File: config.mk
export PLATFORM = sky130hd
export DESIGN_NAME = pipelined_cla_adder_flat
export DESIGN_NICKNAME = d
export VERILOG_FILES = /design/src/rtl/pipelined_cla_adder_if.sv /design/src/rtl/pipelined_cla_adder.sv /design/src/flat_wrapper.sv
export SDC_FILE = /design/constraint.sdc
export NUM_CORES = 1
export LEC_CHECK = 0
export ABC_AREA = 1
export CORE_MARGIN = 5
export CORE_UTILIZATION = 57
export DETAILED_ROUTE_END_ITERATION = 7
export PLACE_DENSITY_LB_ADDON = 0.05
export SLEW_MARGIN = 20
export SYNTH_ARGS = -nofsm -noshare
export SYNTH_HDL_FRONTEND = slang
export SYNTH_SLANG_ARGS = --single-unit
File: constraint.sdc
create_clock -name clk -period 2.4 [get_ports clk]
set_input_delay 0.48 -clock clk [delete_from_list [all_inputs] [get_ports clk]]
set_output_delay 0.48 -clock clk [all_outputs]
set_load 0.02 [all_outputs]
File: src/rtl/pipelined_cla_adder_if.sv
// Operand/result handshake bundle for the pipelined carry-lookahead adder.
// The master drives operands and accepts results; the slave is the adder.
interface pipelined_cla_adder_if #(
   parameter int WIDTH = 32
);
   logic             in_valid;
   logic             in_ready;
   logic [WIDTH-1:0] a;
   logic [WIDTH-1:0] b;
   logic             cin;
   logic             sub;
   logic             out_valid;
   logic             out_ready;
   logic [WIDTH-1:0] f;
   logic             cout;
   logic             ovf;
   logic             zero;

   modport master (
      output in_valid, a, b, cin, sub, out_ready,
      input  in_ready, out_valid, f, cout, ovf, zero
   );

   modport slave (
      input  in_valid, a, b, cin, sub, out_ready,
      output in_ready, out_valid, f, cout, ovf, zero
   );
endinterface

File: src/rtl/pipelined_cla_adder.sv
// Pipelined carry-lookahead adder/subtractor: one SLICE-bit slice resolved per stage,
// 4-bit lookahead groups chained inside each slice, valid/ready backpressure on both sides.
module pipelined_cla_adder #(
   parameter int WIDTH = 32,
   parameter int SLICE = 8
) (
   input  logic                 clk,
   input  logic                 rst_n,
   pipelined_cla_adder_if.slave bus
);
   localparam int STAGES = WIDTH / SLICE;

   // Returns {carry into slice MSB, carry out of slice, slice sum}.
   function automatic logic [SLICE+1:0] cla_slice(input logic [SLICE-1:0] x,
                                                  input logic [SLICE-1:0] y,
                                                  input logic             ci);
      logic [SLICE-1:0] g, p, s;
      logic [SLICE:0]   c;
      g    = x & y;
      p    = x | y;
      c    = '0;
      c[0] = ci;
      for (int j = 0; j < SLICE / 4; j++) begin
         c[4*j+1] = g[4*j] | (p[4*j] & c[4*j]);
         c[4*j+2] = g[4*j+1] | (p[4*j+1] & g[4*j]) | (p[4*j+1] & p[4*j] & c[4*j]);
         c[4*j+3] = g[4*j+2] | (p[4*j+2] & g[4*j+1]) | (p[4*j+2] & p[4*j+1] & g[4*j])
                  | (p[4*j+2] & p[4*j+1] & p[4*j] & c[4*j]);
         c[4*j+4] = g[4*j+3] | (p[4*j+3] & g[4*j+2]) | (p[4*j+3] & p[4*j+2] & g[4*j+1])
                  | (p[4*j+3] & p[4*j+2] & p[4*j+1] & g[4*j])
                  | (p[4*j+3] & p[4*j+2] & p[4*j+1] & p[4*j] & c[4*j]);
      end
      s = x ^ y ^ c[SLICE-1:0];
      return {c[SLICE-1], c[SLICE], s};
   endfunction

   logic [STAGES-1:0]            vld_q, vld_d;
   logic [STAGES-1:0]            c_q, c_d;
   logic [STAGES-1:0][WIDTH-1:0] a_q, a_d;
   logic [STAGES-1:0][WIDTH-1:0] b_q, b_d;
   logic [STAGES-1:0][WIDTH-1:0] res_q, res_d;
   logic                         ovf_q, ovf_d;
   logic                         zero_q, zero_d;

   logic [STAGES:0]  adv;
   logic             src_v, src_c;
   logic [WIDTH-1:0] src_a, src_b, src_r;
   logic [SLICE+1:0] slc;

   always_comb begin
      vld_d  = vld_q;
      c_d    = c_q;
      a_d    = a_q;
      b_d    = b_q;
      res_d  = res_q;
      ovf_d  = ovf_q;
      zero_d = zero_q;
      src_v  = 1'b0;
      src_c  = 1'b0;
      src_a  = '0;
      src_b  = '0;
      src_r  = '0;
      slc    = '0;

      // A stage may move when it is empty or the stage after it moves.
      adv[STAGES] = bus.out_ready;
      for (int k = STAGES - 1; k >= 0; k--)
         adv[k] = !vld_q[k] | adv[k+1];

      for (int k = 0; k < STAGES; k++) begin
         if (k == 0) begin
            src_v = bus.in_valid;
            src_a = bus.a;
            src_b = bus.sub ? ~bus.b : bus.b;
            src_c = bus.sub | bus.cin;
            src_r = '0;
         end else begin
            src_v = vld_q[k-1];
            src_a = a_q[k-1];
            src_b = b_q[k-1];
            src_c = c_q[k-1];
            src_r = res_q[k-1];
         end
         slc = cla_slice(src_a[k*SLICE +: SLICE], src_b[k*SLICE +: SLICE], src_c);
         if (adv[k]) begin
            vld_d[k]                    = src_v;
            a_d[k]                      = src_a;
            b_d[k]                      = src_b;
            c_d[k]                      = slc[SLICE];
            res_d[k]                    = src_r;
            res_d[k][k*SLICE +: SLICE]  = slc[SLICE-1:0];
            if (k == STAGES - 1) begin
               ovf_d  = slc[SLICE+1] ^ slc[SLICE];
               zero_d = ~|res_d[k];
            end
         end
      end
   end

   always_ff @(posedge clk or negedge rst_n) begin
      if (!rst_n) begin
         vld_q  <= '0;
         c_q    <= '0;
         a_q    <= '0;
         b_q    <= '0;
         res_q  <= '0;
         ovf_q  <= 1'b0;
         zero_q <= 1'b0;
      end else begin
         vld_q  <= vld_d;
         c_q    <= c_d;
         a_q    <= a_d;
         b_q    <= b_d;
         res_q  <= res_d;
         ovf_q  <= ovf_d;
         zero_q <= zero_d;
      end
   end

   assign bus.in_ready  = adv[0];
   assign bus.out_valid = vld_q[STAGES-1];
   assign bus.f         = res_q[STAGES-1];
   assign bus.cout      = c_q[STAGES-1];
   assign bus.ovf       = ovf_q;
   assign bus.zero      = zero_q;
endmodule

File: src/flat_wrapper.sv
// flat-port wrapper written by rule: the top's interface ports become plain ports
module pipelined_cla_adder_flat 
#(
   parameter int WIDTH = 32,
   parameter int SLICE = 8
)
  (clk, rst_n, bus_in_valid, bus_a, bus_b, bus_cin, bus_sub, bus_out_ready, bus_in_ready, bus_out_valid, bus_f, bus_cout, bus_ovf, bus_zero);
  pipelined_cla_adder_if #(.WIDTH(WIDTH)) bus_i ();
  input  logic clk;
  input  logic rst_n;
  input wire logic [$bits(bus_i.in_valid)-1:0] bus_in_valid;
  input wire logic [$bits(bus_i.a)-1:0] bus_a;
  input wire logic [$bits(bus_i.b)-1:0] bus_b;
  input wire logic [$bits(bus_i.cin)-1:0] bus_cin;
  input wire logic [$bits(bus_i.sub)-1:0] bus_sub;
  input wire logic [$bits(bus_i.out_ready)-1:0] bus_out_ready;
  output wire logic [$bits(bus_i.in_ready)-1:0] bus_in_ready;
  output wire logic [$bits(bus_i.out_valid)-1:0] bus_out_valid;
  output wire logic [$bits(bus_i.f)-1:0] bus_f;
  output wire logic [$bits(bus_i.cout)-1:0] bus_cout;
  output wire logic [$bits(bus_i.ovf)-1:0] bus_ovf;
  output wire logic [$bits(bus_i.zero)-1:0] bus_zero;
  assign bus_i.in_valid = bus_in_valid;
  assign bus_i.a = bus_a;
  assign bus_i.b = bus_b;
  assign bus_i.cin = bus_cin;
  assign bus_i.sub = bus_sub;
  assign bus_i.out_ready = bus_out_ready;
  assign bus_in_ready = bus_i.in_ready;
  assign bus_out_valid = bus_i.out_valid;
  assign bus_f = bus_i.f;
  assign bus_cout = bus_i.cout;
  assign bus_ovf = bus_i.ovf;
  assign bus_zero = bus_i.zero;
  pipelined_cla_adder #(.WIDTH(WIDTH), .SLICE(SLICE)) u_core (.clk(clk), .rst_n(rst_n), .bus(bus_i));
endmodule
==> results.md, run 1 <==
- Row count: 47
- Final Max Slew Viols: 0
- Syn Nets: 1,217
- Initial antenna violation count: 0
- Crit path max fanout: 2
- Synth Cell Area: 9440 µm²
- Initial Utilization: between 50% and 60%
- Inserted Clock Buffers: 17
- Highest Clock Rate: approximately 0.44 GHz
- Ant diodes: 0
- Startpoint types: input pin
- Syn Inst Count: approximately 1,100
- Post-synth ARST share: 100%
- Wire per inst: 13.0 µm
- Overflow after GRT: 0
- I/O pin cnt: between 100 and 150
- Area grow syn2layout: 19.0%
- Status: finished, violations left
- Final hold slack: -0.00589 ns
- Maximum vdd drop: 0.000605 V
- Max cap viols: 0
- CP Class: in2out
- Core area: ~16,000 µm²
- 1st-pass router iterations: 5
- RSZ-0062 raised after global routing: true
- Final net count: approximately 1,300
- Req. time, crit path: 1.92 ns
- Port bufs: 106
- Worst-Margin Slew: around 0.65 ns
- Clock sinks: 186
- Syn Area/Cell: between 8 and 9 µm²
- Vias per cell: 4.82
- Critical path arrival: approximately 1.8 ns
- Fill count: 1,351
- Root Driver: clkbuf_16
- Worst-Skew Late Latency: 0.43 ns
- Final Hold Viols: 5
- WL final: roughly 18,000 µm
- Setup tns final: 0 ns
- Hold/Removal Path Class: in2async
- Post-DP HPWL: 13,000 µm
- Total GRT Usage: 19.0%
- EDFF count, synth: 0
- CTS tree: built
- Vias in the first global route: about 6,200
- Count of state elements after synthesis: 186
- Sequential share of the synthesized area: 49.3%
- Routability cong.: 0.800
- Clock Path Buffers: 2
- Total die area: 19,200 µm²
- Hold_buf cts: 0
- Minimum clock period: about 2.3 ns
- Vias: 6,696
- DRT antenna net count: 0
- H-tree depth: 4
- CP endpoint kind: output port
- Reg area: approximately 4700 µm²
- First-pass GRT wire length: 30,100 µm
- Final worst-path cycle share: 95.4%
- Most used DFF post-synth: dfrtp_1
- Worst relative slew slack: 56.8%
- Power Density: about 960 nW/µm²
- Final Setup Violations: 0
- Die Ht: 139 µm
- Clock transition at path regs: roughly 0.07 ns
- Share of cells above drive strength 1: 7.11%
- Distinct cells, synth: 30
- Syn. warnings: 0
- DR iter-0 viols: about 360
- P_leak: between 5 and 6 nW
- Area taken by multi-input logic gates: 3860 µm²
- Finished Layout Cells: 1,388
- Placed Cells: 1,353
- Largest net degree at the start of global routing: 73
- Chip width: 139 µm
- Failing checks: negative hold slack
- DRC: 0
- Skew final: 0.00788 ns
## cells in the mapped netlist, types with 14 or more instances
library cell / n / share of area (%)
dfrtp_1: 186 / 49
buf_2: 21 / 1.1
o21ai_1: 33 / 1.7
xnor2_1: 37 / 3.4
ha_1: 64 / 8.5
a21oi_1: 14 / 0.74
nor2_1: 41 / 1.6
buf_4: 37 / 2.9
o21ai_0: 97 / 5.1
nand2_1: 315 / 13
inv_1: 134 / 5.3
nand3_1: 24 / 1.3
## cells in the final DEF (no fill, tap or decap), types with 2 or more instances in the layout
master	count
nor2_2	2
nand4_1	8
ha_4	2
xor2_1	6
nand3b_1	9
nand3_1	23
o21ai_0	97
nor3_1	4
clkbuf_16	17
clkdlybuf4s50_1	103
buf_4	22
fa_1	8
nand2_1	315
a221oi_1	3
clkinv_4	3
nor2_1	38
dfrtp_1	186
inv_6	4
clkbuf_1	2
inv_1	130
buf_12	6
inv_2	6
ha_1	61
o31ai_1	3
o21ai_1	33
nor2_8	2
inv_8	3
a21oi_1	14
xnor2_1	37
or2_2	6
## final cells by class
| class | instances | share of cell area [%] |
|---|---|---|
| clock buffers | 20 | 3.98 |
| clock inverters | 12 | 1.18 |
| inverters | 137 | 4.58 |
| multi-input cells | 679 | 34.4 |
| flip-flops and latches | 186 | 41.4 |
| well taps | 220 | 2.45 |
| repair buffers | 134 | 11.9 |
## sequential cells by signal (all words and copies together) (netlist names)
register	count
u_core.a_q	40
u_core.b_q	40
u_core.bus.f	32
u_core.bus.ovf	1
u_core.bus.zero	1
u_core.c_q	4
u_core.res_q	24
u_core.src_a	8
u_core.src_b	8
u_core.src_r	24
u_core.vld_q	4
## where the power goes
part	switching, mW	internal (mW)	total, mW	leakage, nW
clock network	1.26	1.50	2.76	0.282
registers	0.520	4.01	4.53	2.23
logic	1.97	1.56	3.53	3.04
## worst max-delay path, stage by stage
cell and delay [ns]:
clkdlybuf4s50_1 0.40, or2_4 0.28, nor2_8 0.11, nand2_4 0.08, nor2_8 0.09, inv_2 0.05, dlygate4sd2_1 0.32
## cells by family after synthesis
group                      count (synthesis)  share of synthesized area (%)
and+or+nand+nor                          411                           17.9
buffers and inverters                    210                           10.3
DFF                                      186                           49.3
AOI/OAI and AO/OA                        153                           8.38
adders and majority gates                 72                           10.2
xor gates and xnor gates                  43                           3.99
## routing by layer
layer	track usage (%)	wire length, µm	vias to the layer above
met5	0	0	-
met4	5.15	185	0
met3	3.48	651	17
met2	28.1	7770	116
met1	29.0	9390	3081
li1	-	-	3482
## timing repair
action,4_1_cts,5_1_grt
endpoints found under the setup margin,2,2
setup buffers,0,3
gates resized for setup,2,14
pin swaps,0,6
hold endpoints to repair,0,0
cloned,0,0
## worst paths after layout
path	startpoint	endpoint	slack, ns	depth (start not counted)
min in group clk	u_core.b_q[25]$_DFFE_PN0P_	u_core.b_q[57]$_DFFE_PN0P_	0.47	2
setup reg to reg	u_core.src_a[26]$_DFFE_PN0P_	u_core.bus.zero$_DFFE_PN0P_	0.18	16
max in group asynchronous	rst_n	u_core.src_r[12]$_DFFE_PN0P_	1.76	2
setup / recovery	bus_out_ready	bus_in_ready	0.11	7
hold / removal	rst_n	u_core.a_q[22]$_DFFE_PN0P_	-0.006	1
hold reg to reg	u_core.b_q[25]$_DFFE_PN0P_	u_core.b_q[57]$_DFFE_PN0P_	0.47	2
## metrics by stage
| stage | power [mW] | utilization, % | worst slack [ns] | cell area, µm² |
|---|---|---|---|---|
| after floorplan | 6.94 | - | 0.0289 | 9440 |
| after global placement | 7.94 | 64.5 | -0.163 | 10600 |
| after detailed placement | 8.03 | 64.5 | -0.201 | 10600 |
| after CTS | 10.8 | 68.0 | 0.00642 | 11200 |
| after global routing | 11.6 | 68.4 | -0.0129 | 11200 |
| final | 10.8 | 68.4 | 0.110 | 11200 |
Note: power is estimated with default switching activity, not from simulation.
==> run 2, diff against run 1 <==
Settings changed: CELL_PAD_IN_SITES_DETAIL_PLACEMENT set to 1, CELL_PAD_IN_SITES_GLOBAL_PLACEMENT set to 1, CORE_UTILIZATION 57 to 43.
==> run 2 against run 1 <==
- the run now ends clean
- core utilization is 16 points lower
- fmax is 2.1% lower
- cell area is 1.7% higher
- clock power is 9.4% higher
- sequential cell count stayed put
==> results.md, run 2 (synthesis gave the netlist of run 1 again) <==
- Status: complete, no violations
- DR iter-0 viols: 248
- Chip width: 158 µm
- Final net count: 1,308
- Clock sinks: 186
- Worst-Skew Late Latency: 0.43 ns
- Root Driver: clkbuf_16
- Combinational Power Share: 32.2%
- CP Class: in2out
- CTS tree: built
- Final Hold Viols: 0
- CP endpoint kind: output port
- Hold/Removal Path Class: in2async
- Power Density: 978 nW/µm²
- Wire per inst: 14.4 µm
- Vias per cell: ~4.7
- Critical path arrival: 1.86 ns
- P_leak: 5.63 nW
- Clock transition at path regs: 0.07 ns
- Initial antenna violation count: 0
- Maximum vdd drop: 0.000494 V
- Final Max Slew Viols: 0
- Reg-to-Reg Start: u_core.src_b[27]$_DFFE_PN0P_
- Cell breakdown of the critical path: clkdlybuf4s50_1, or2_1, nor2_8, nand2_4, nor2_8, inv_2, dlygate4sd2_1
- Routability cong.: 0.785
- Area grow syn2layout: 21.0%
- CP max-delay cell: clkdlybuf4s50_1
- Sw Ratio: between 30% and 40%
- 1st-pass router iterations: 4
- I/O pin cnt: between 100 and 150
- DRT antenna net count: 0
- Minimum clock period: between 2 and 2.5 ns
- Port bufs: 106
- Worst-Margin Slew: 0.637 ns
- Most frequent cells in the layout: 315 x nand2_1, 186 x dfrtp_1, 129 x inv_1, 103 x clkdlybuf4s50_1, 97 x o21ai_0
- Inserted Clock Buffers: 17
- Overflow after GRT: 0
- Vias: 6,802
- WL final: 21,000 µm
- Post-DP HPWL: between 15,000 and 20,000 µm
- Most frequent CP cell: nor2_8
- Share of cells above drive strength 1: 8.06%
- Total die area: roughly 25,000 µm²
- Ant diodes: 0
- Req. time, crit path: 1.92 ns
- Psw: 3.81 mW
- R2r endpoint: u_core.bus.zero$_DFFE_PN0P_
- Post-place instance area: 10,700 µm²
- Internal power: between 7 and 8 mW
- First-pass GRT wire length: 35,800 µm
- H-tree depth: 4
- Die Ht: 158 µm
- Clk pwr share: a little over a quarter
- R2r setup slk: 0.17 ns
- Final worst-path cycle share: 97.5%
- CP delay by family, top: buffers and inverters
- Vias in the first global route: 7,192
- Most common cell after layout, fill and taps aside: nand2_1
- Row count: 54
- Clock Path Buffers: 2
- Worst Path Buf+Inv: 3
- Initial Utilization: 43.5%
- Startpoint types: input pin
- Final Cell Area: 11,400 µm²
- Final hold slack: 0.0377 ns
- R2R depth: 15
- Skew final: 0.00833 ns
- DRC: 0
- Worst relative slew slack: 57.6%
- Crit path max fanout: 2
- Worst path max stage delay: 0.39 ns
- Highest Clock Rate: around 0.43 GHz
- Largest net degree at the start of global routing: between 70 and 80
- Hold_buf cts: 0
- Core area: 21,700 µm²
- Max cap viols: 0
- Total GRT Usage: roughly 18%
- Final Setup Violations: 0
- Flop pwr share: 40.8%
run 2: cell types whose count changed in the layout (fill, tap and decap cells not counted), sizes merged:
| cell | before | now |
|---|---|---|
| clkinv | 4 | 5 |
| buf | 30 | 41 |
| clkinvlp | 1 | 3 |
| clkbuf | 20 | 18 |
| inv | 143 | 139 |
| bufinv | 1 | 4 |
run 2: power groups by stage:
stage / registers [mW] / logic (mW) / clock network, mW
2_1_floorplan: 4.45 / 2.49 / 0
3_3_place_gp: 4.57 / 3.46 / 0
3_5_place_dp: 4.62 / 3.55 / 0
4_1_cts: 4.57 / 3.58 / 3.10
5_1_grt: 4.68 / 4.10 / 3.25
6_report: 4.56 / 3.59 / 3.02
run 2: final cells by class:
type	instances	area, µm²
Fill cell	2541	10300
Sequential cell	186	4650
Multi-Input combinational cell	679	3860
Timing Repair Buffer	145	1410
Inverter	137	514
Clock buffer	18	439
Tap cell	280	350
Clock inverter	14	193
run 2: repair_timing:
action                     CTS  global route
setup buffers                0             3
resized for setup            1            13
pin swaps                    0             7
setup endpoints to repair    1             2
run 2: worst max-delay path by stage:
stage | depth (start not counted) | slack (ns) | endpoint | startpoint
5_1_grt | 15 | -0.09 | u_core.bus.zero$_DFFE_PN0P_ | u_core.src_b[26]$_DFFE_PN0P_
6_report | 7 | 0.06 | bus_in_ready | bus_out_ready
2_1_floorplan | 12 | 0.03 | u_core.res_q[5]$_DFFE_PN0P_ | bus_sub
3_3_place_gp | 11 | -0.19 | u_core.res_q[5]$_DFFE_PN0P_ | bus_b[3]
3_5_place_dp | 11 | -0.30 | u_core.res_q[5]$_DFFE_PN0P_ | bus_b[3]
4_1_cts | 7 | 0.05 | bus_in_ready | bus_out_ready
run 2: worst reg2reg max path, delay by kind of cell, from the launching register on:
kind	cells	cell delay, ns
buf+inv	2	0.13
fa+ha+maj	2	0.59
simple gates	11	1.09
flops	1	0.37
run 2: per-stage QoR:
step | worst slack, ns | std cells | TNS, ns | utilization (%) | total power [mW]
finish | 0.0606 | 1459 | 0 | 52.7 | 11.2
global route | -0.0855 | 1459 | -0.0855 | 52.7 | 12.0
CTS | 0.0498 | 1456 | 0 | 52.4 | 11.2
detailed placement | -0.299 | 1424 | -0.671 | 49.5 | 8.17
global placement | -0.194 | 1424 | -0.486 | 49.5 | 8.03
floorplan | 0.0289 | 1075 | 0 | - | 6.94
run 2: per-layer routing:
metal / vias to the layer above / GRT usage [%] / part of all wire [%]
li1: 3480 / - / -
met2: 105 / 26.9 / 43
met3: 15 / 3.17 / 3.6
met5: - / 0 / 0
met4: 0 / 3.78 / 1.0
met1: 3202 / 27.1 / 52
==> run 3, diff against run 2 <==
Settings changed: SLEW_MARGIN 20 to unset.
==> results of run 3 <==
No change in the layout: final DEF, timing and power equal those of run 2.
